$ cat src/rtl/pc_fetch_pkg.sv
// Shared fetch-stage encodings: next-PC selects, fetch FSM states and
// the default reset/trap addresses used by pc_fetch and decode/control.
package pc_fetch_pkg;

  localparam logic [1:0] PC_SEQ  = 2'b00;
  localparam logic [1:0] PC_BR   = 2'b01;
  localparam logic [1:0] PC_JALR = 2'b10;
  localparam logic [1:0] PC_TRAP = 2'b11;

  localparam logic [0:0] ST_RUN  = 1'b0;
  localparam logic [0:0] ST_HALT = 1'b1;

  localparam logic [31:0] DEF_RESET_PC = 32'h0000_0000;
  localparam logic [31:0] DEF_TRAP_VEC = 32'h0000_0100;

endpackage

$ cat src/rtl/pc_fetch_if.sv
// Fetch-stage bus: control-side next-PC inputs and fetch-side status outputs.
interface pc_fetch_if;
  logic        stall;
  logic [1:0]  pc_src;
  logic [31:0] imm;
  logic [31:0] rs1;
  logic [31:0] pc;
  logic [31:0] pc_plus4;
  logic        halted;
  logic        misalign;
  logic [31:0] fetch_cnt;

  modport master (
    output stall, pc_src, imm, rs1,
    input  pc, pc_plus4, halted, misalign, fetch_cnt
  );

  modport slave (
    input  stall, pc_src, imm, rs1,
    output pc, pc_plus4, halted, misalign, fetch_cnt
  );
endinterface

$ cat src/rtl/pc_next_mux.sv
// Combinational next-PC target selection and word-alignment check.
module pc_next_mux
  import pc_fetch_pkg::*;
#(
  parameter logic [31:0] TRAP_VEC = DEF_TRAP_VEC
) (
  input  logic [31:0] pc,
  input  logic [1:0]  pc_src,
  input  logic [31:0] imm,
  input  logic [31:0] rs1,
  output logic [31:0] pc_plus4,
  output logic [31:0] target,
  output logic        aligned
);

  logic [31:0] jalr_sum;

  assign pc_plus4 = pc + 32'd4;
  assign jalr_sum = rs1 + imm;

  always_comb begin
    target = pc_plus4;
    unique case (pc_src)
      PC_SEQ:  target = pc_plus4;
      PC_BR:   target = pc + imm;
      PC_JALR: target = {jalr_sum[31:1], 1'b0};
      PC_TRAP: target = TRAP_VEC;
      default: target = pc_plus4;
    endcase
  end

  assign aligned = (target[1:0] == 2'b00);

endmodule

$ cat src/rtl/pc_fetch.sv
// Program counter for a single-cycle core: RUN/HALT FSM, fetch counter and
// sticky misalignment flag; a misaligned target halts fetch until reset.
module pc_fetch
  import pc_fetch_pkg::*;
#(
  parameter logic [31:0] RESET_PC = DEF_RESET_PC,
  parameter logic [31:0] TRAP_VEC = DEF_TRAP_VEC
) (
  input  logic       clk,
  input  logic       reset,
  pc_fetch_if.slave  bus
);

  logic [0:0]  state;
  logic [31:0] pc_q;
  logic [31:0] cnt_q;
  logic        misalign_q;
  logic [31:0] target;
  logic [31:0] pc_plus4;
  logic        aligned;

  pc_next_mux #(
    .TRAP_VEC (TRAP_VEC)
  ) u_next (
    .pc       (pc_q),
    .pc_src   (bus.pc_src),
    .imm      (bus.imm),
    .rs1      (bus.rs1),
    .pc_plus4 (pc_plus4),
    .target   (target),
    .aligned  (aligned)
  );

  always_ff @(posedge clk) begin
    if (reset) begin
      state      <= ST_RUN;
      pc_q       <= RESET_PC;
      cnt_q      <= '0;
      misalign_q <= 1'b0;
    end else if (state == ST_RUN && !bus.stall) begin
      if (aligned) begin
        pc_q  <= target;
        cnt_q <= cnt_q + 32'd1;
      end else begin
        misalign_q <= 1'b1;
        state      <= ST_HALT;
      end
    end
  end

  assign bus.pc        = pc_q;
  assign bus.pc_plus4  = pc_plus4;
  assign bus.halted    = (state == ST_HALT);
  assign bus.misalign  = misalign_q;
  assign bus.fetch_cnt = cnt_q;

endmodule

$ cat src/flat_wrapper.sv
// flat-port wrapper written by rule: the top's interface ports become plain ports
module pc_fetch_flat import pc_fetch_pkg::*;
#(
  parameter logic [31:0] RESET_PC = DEF_RESET_PC,
  parameter logic [31:0] TRAP_VEC = DEF_TRAP_VEC
)
  (clk, reset, bus_stall, bus_pc_src, bus_imm, bus_rs1, bus_pc, bus_pc_plus4, bus_halted, bus_misalign, bus_fetch_cnt);
  pc_fetch_if bus_i ();
  input  logic clk;
  input  logic reset;
  input wire logic [$bits(bus_i.stall)-1:0] bus_stall;
  input wire logic [$bits(bus_i.pc_src)-1:0] bus_pc_src;
  input wire logic [$bits(bus_i.imm)-1:0] bus_imm;
  input wire logic [$bits(bus_i.rs1)-1:0] bus_rs1;
  output wire logic [$bits(bus_i.pc)-1:0] bus_pc;
  output wire logic [$bits(bus_i.pc_plus4)-1:0] bus_pc_plus4;
  output wire logic [$bits(bus_i.halted)-1:0] bus_halted;
  output wire logic [$bits(bus_i.misalign)-1:0] bus_misalign;
  output wire logic [$bits(bus_i.fetch_cnt)-1:0] bus_fetch_cnt;
  assign bus_i.stall = bus_stall;
  assign bus_i.pc_src = bus_pc_src;
  assign bus_i.imm = bus_imm;
  assign bus_i.rs1 = bus_rs1;
  assign bus_pc = bus_i.pc;
  assign bus_pc_plus4 = bus_i.pc_plus4;
  assign bus_halted = bus_i.halted;
  assign bus_misalign = bus_i.misalign;
  assign bus_fetch_cnt = bus_i.fetch_cnt;
  pc_fetch #(.RESET_PC(RESET_PC), .TRAP_VEC(TRAP_VEC)) u_core (.clk(clk), .reset(reset), .bus(bus_i));
endmodule
$ cat config.mk
export PLATFORM = sky130hd
export DESIGN_NAME = pc_fetch_flat
export DESIGN_NICKNAME = d
export VERILOG_FILES = /design/src/rtl/pc_fetch_pkg.sv /design/src/rtl/pc_fetch_if.sv /design/src/rtl/pc_next_mux.sv /design/src/rtl/pc_fetch.sv /design/src/flat_wrapper.sv
export SDC_FILE = /design/constraint.sdc
export NUM_CORES = 1
export LEC_CHECK = 0
export ABC_AREA = 1
export CAP_MARGIN = 40
export CORE_MARGIN = 2
export CORE_UTILIZATION = 59
export CTS_CLUSTER_DIAMETER = 120
export DETAILED_ROUTE_END_ITERATION = 7
export GPL_ROUTABILITY_DRIVEN = 0
export GPL_TIMING_DRIVEN = 0
export PLACE_DENSITY_LB_ADDON = 0.05
export SLEW_MARGIN = 30
export SYNTH_ARGS = -nofsm -noshare
export SYNTH_HDL_FRONTEND = slang
export SYNTH_SLANG_ARGS = --single-unit
$ cat constraint.sdc
create_clock -name clk -period 3.4 [get_ports clk]
set_input_delay 0.51 -clock clk [delete_from_list [all_inputs] [get_ports clk]]
set_output_delay 0.51 -clock clk [all_outputs]
set_load 0.01 [all_outputs]
==> flow_metrics.tcl <==
set metrics [dict create \
    status "finished, final reports clean" \
    synthAdderAreaFrac_pct 9.28 \
    synth_most_common_cell "nand2_1" \
    cap_viol_max_count 0 \
    synth_mux_area_share_pct 0 \
    cts_max_level 3 \
    grt_max_degree 13 \
    wl_per_cell_um 15.7 \
    yosysSeqAreaShare_pct 14.6 \
    nNetsFinal 1986 \
    critical-path-slowest-cell "clkdlybuf4s50_1" \
    core_area_sq_mm 0.0146 \
    power_w 0.00329 \
    fin_area_sq_mm 0.0112 \
    drive_above_1_share_pct 3.82 \
    fmax_ghz 0.305 \
    cts_setup_buffers 0 \
    portBuffers 165 \
    io_pins 167 \
    hold_violations 0 \
    period_needed_ns 3.28 \
    cts.clk_slew.worst_paths_ns 0.06 \
    firstDrtPassIters 8 \
    grt_antenna_before_repair 0 \
    worstMarginPinSlew_ns 0.660 \
    reg2reg_slack_ns 0.71 \
    worst-r2r-cell-count 11 \
    wl_um 32100 \
    power_density_mw_per_mm2 295 \
    synthCells 1676 \
    overflow 0 \
    cp.arrival_ns 2.77 \
    postRouteAntennaNets 0 \
    synth-simple-area-share_pct 48.3 \
    cp_max_fo 8 \
    rows 44 \
    cts_tree "done" \
    required_ns 2.89 \
    fin_cells 2041 \
    netlist_area_sq_mm 0.00892 \
    fin_crit_sh_pct 96.5 \
    cts_resized 0 \
    hold_class "reg2reg" \
    hold_start "u_core.bus.fetch_cnt[3]" \
    power_leakage_nw 5.69 \
    start_util_pct 60.9 \
    cp_num_cells 8 \
    ir_drop_v 0.000368 \
    die_h_um 127 \
    syn_to_final_growth_pct 25.0 \
    synthArstFlopShare_pct 0 \
    synth_top_area_cell "nand2_1" \
    r2r-start "u_core.bus.pc[0]" \
    slew_violations 0 \
    setup_viol 0 \
    die-area_sq_mm 0.0161 \
    synth_cell_type_count 43 \
    slew_headroom_pct 56.0 \
    critPathLaunch "u_core.bus.pc[2]" \
    yosys.area.top_type_share_pct 26.2 \
    critPathBufInv 1 \
    clk_path_buf_depth 2 \
    synth_top_flop_cell "dfxtp_1" \
    place_inst 2025 \
    grt_pass1_vias 10200 \
    post_dp_cell_area_sq_mm 0.0108 \
    synth_common_cells "nand2_1 (623), inv_1 (310), nor2_1 (131)" \
    grt_pass1_wl_um 50300 \
    synth_seq_cells 65 \
    via_per_inst 5.61 \
    worst_skew_pair.late_latency_ns 0.34 \
    syn_nets 1810 \
    antenna_cells 0 \
    root_buffer "clkbuf_16" \
    endpoint "bus_pc_plus4[16]" \
    synth_compound_area_share_pct 9.94 \
    critical_path.top_delay_family "simple AND/OR/NAND/NOR gates" \
    cts_hold_buffers 0 \
    crit_path_cell_trace "ha_1, nand2_1, nor2_2, nand2_2, nor2_4, nand2_1, xor2_1, clkdlybuf4s50_1" \
    cp_slowest_stage_delay_ns 0.61 \
    ys_top_cells_by_area "nand2_1 (26%), dfxtp_1 (15%), inv_1 (13%), ha_1 (8.8%), nand3_1 (7.2%)" \
    setup.worst_path.class "reg2out" \
    via_count 11500 \
    syn_area_per_cell_sq_um 5.32 \
    cpMostUsedCell "nand2_1" \
    cts_buffers 9 \
    drc 0 \
    synth_xor_area_share_pct 3.24 \
    track_usage_pct 39.0 \
    end_kind "output pin" \
    startpoint_type "register" \
    rsz0062_at_grt "false" \
    hpwl_um 26200 \
    synth_edf_count 0 \
    synth_warnings 0 \
    r2r-end "u_core.bus.fetch_cnt[26]" \
    holdWs_ns 0.501 \
    synth_top_family_by_area "simple AND/OR/NAND/NOR gates" \
    die_width_um 127 \
    first_iter_violations 1443 \
    clock_sinks 65 \
    timing.setup.tns_ns 0 \
    clock_skew_ns 0.00610 \
]
[layout by cell type (no fill, tap or decap), types with 16 or more instances in the layout]
cell type | netlist | layout
ha_1 | 63 | 63
clkdlybuf4s50_1 | 0 | 165
o21ai_0 | 39 | 39
clkbuf_1 | 16 | 16
nand3_1 | 129 | 129
inv_1 | 310 | 310
nand4_1 | 23 | 23
nand2_1 | 623 | 623
nor3_1 | 24 | 24
dfxtp_1 | 65 | 64
xor2_1 | 28 | 28
nor2_1 | 131 | 131
a21oi_1 | 103 | 103
[flip-flops by register name, indices dropped and copies added, names as in the netlist]
name                  count
u_core.bus.fetch_cnt     32
u_core.bus.pc            32
u_core.bus.misalign       1
[worst reg2reg max path, cell delays in order, from the launching register on]
cell and delay [ns]:
dfxtp_1 0.43, ha_1 0.20, inv_1 0.05, fa_1 0.48
nand2_1 0.06, nand2_2 0.06, nand3_2 0.13, nor3_4 0.27
buf_6 0.20, clkbuf_1 0.47, nand2_1 0.11, a21oi_1 0.16
[how the worst min path moves through the flow]
stage                                     endpoint  slack (ns)  cells past startpoint
after floorplan           u_core.bus.fetch_cnt[10]        0.50                      1
after global placement    u_core.bus.fetch_cnt[15]        0.48                      1
after detailed placement   u_core.bus.fetch_cnt[3]        0.49                      2
after CTS                  u_core.bus.fetch_cnt[3]        0.50                      2
after global routing      u_core.bus.fetch_cnt[10]        0.53                      1
final                      u_core.bus.fetch_cnt[3]        0.50                      2
[per-stage QoR]
stage,util [%],setup slack [ns]
after global placement,73.8,0.243
after CTS,76.1,0.0755
after global routing,76.1,0.0865
after floorplan,-,0.989
after detailed placement,73.8,0.231
final,76.1,0.118
[cells by family after synthesis]
| family | count (synthesis) |
|---|---|
| AO/OA/AOI/OAI | 166 |
| XOR/XNOR | 33 |
| adder cells (fa/ha/maj) | 65 |
| buffers and inverters | 342 |
| flip-flops | 65 |
| AND/OR/NAND/NOR | 1005 |
[power by group]
| group | switching [W] | internal [W] | total (W) |
|---|---|---|---|
| clock | 0.000373 | 0.000716 | 0.00109 |
| combinational | 0.000822 | 0.000508 | 0.00133 |
| sequential | 0.0000789 | 0.000796 | 0.000875 |
[final cells by class]
cell class                 instances  area [sq um]
multi-input combinational       1269          6310
fill                            1306          3490
timing repair buffer             165          1650
sequential                        65          1300
inverter                         316          1190
tap                              184           230
clock buffer                       9           225
buffer                            26           123
clock inverter                     7           119
[layer usage]
layer / track usage, % / routed length, um / up-vias
li1: - / - / 5610
met1: 50.2 / 12800 / 4970
met2: 62.4 / 14000 / 753
met3: 7.71 / 3580 / 123
met4: 19.3 / 1680 / 2
met5: 0 / 22 / -
(Power assumes the default switching activity.)
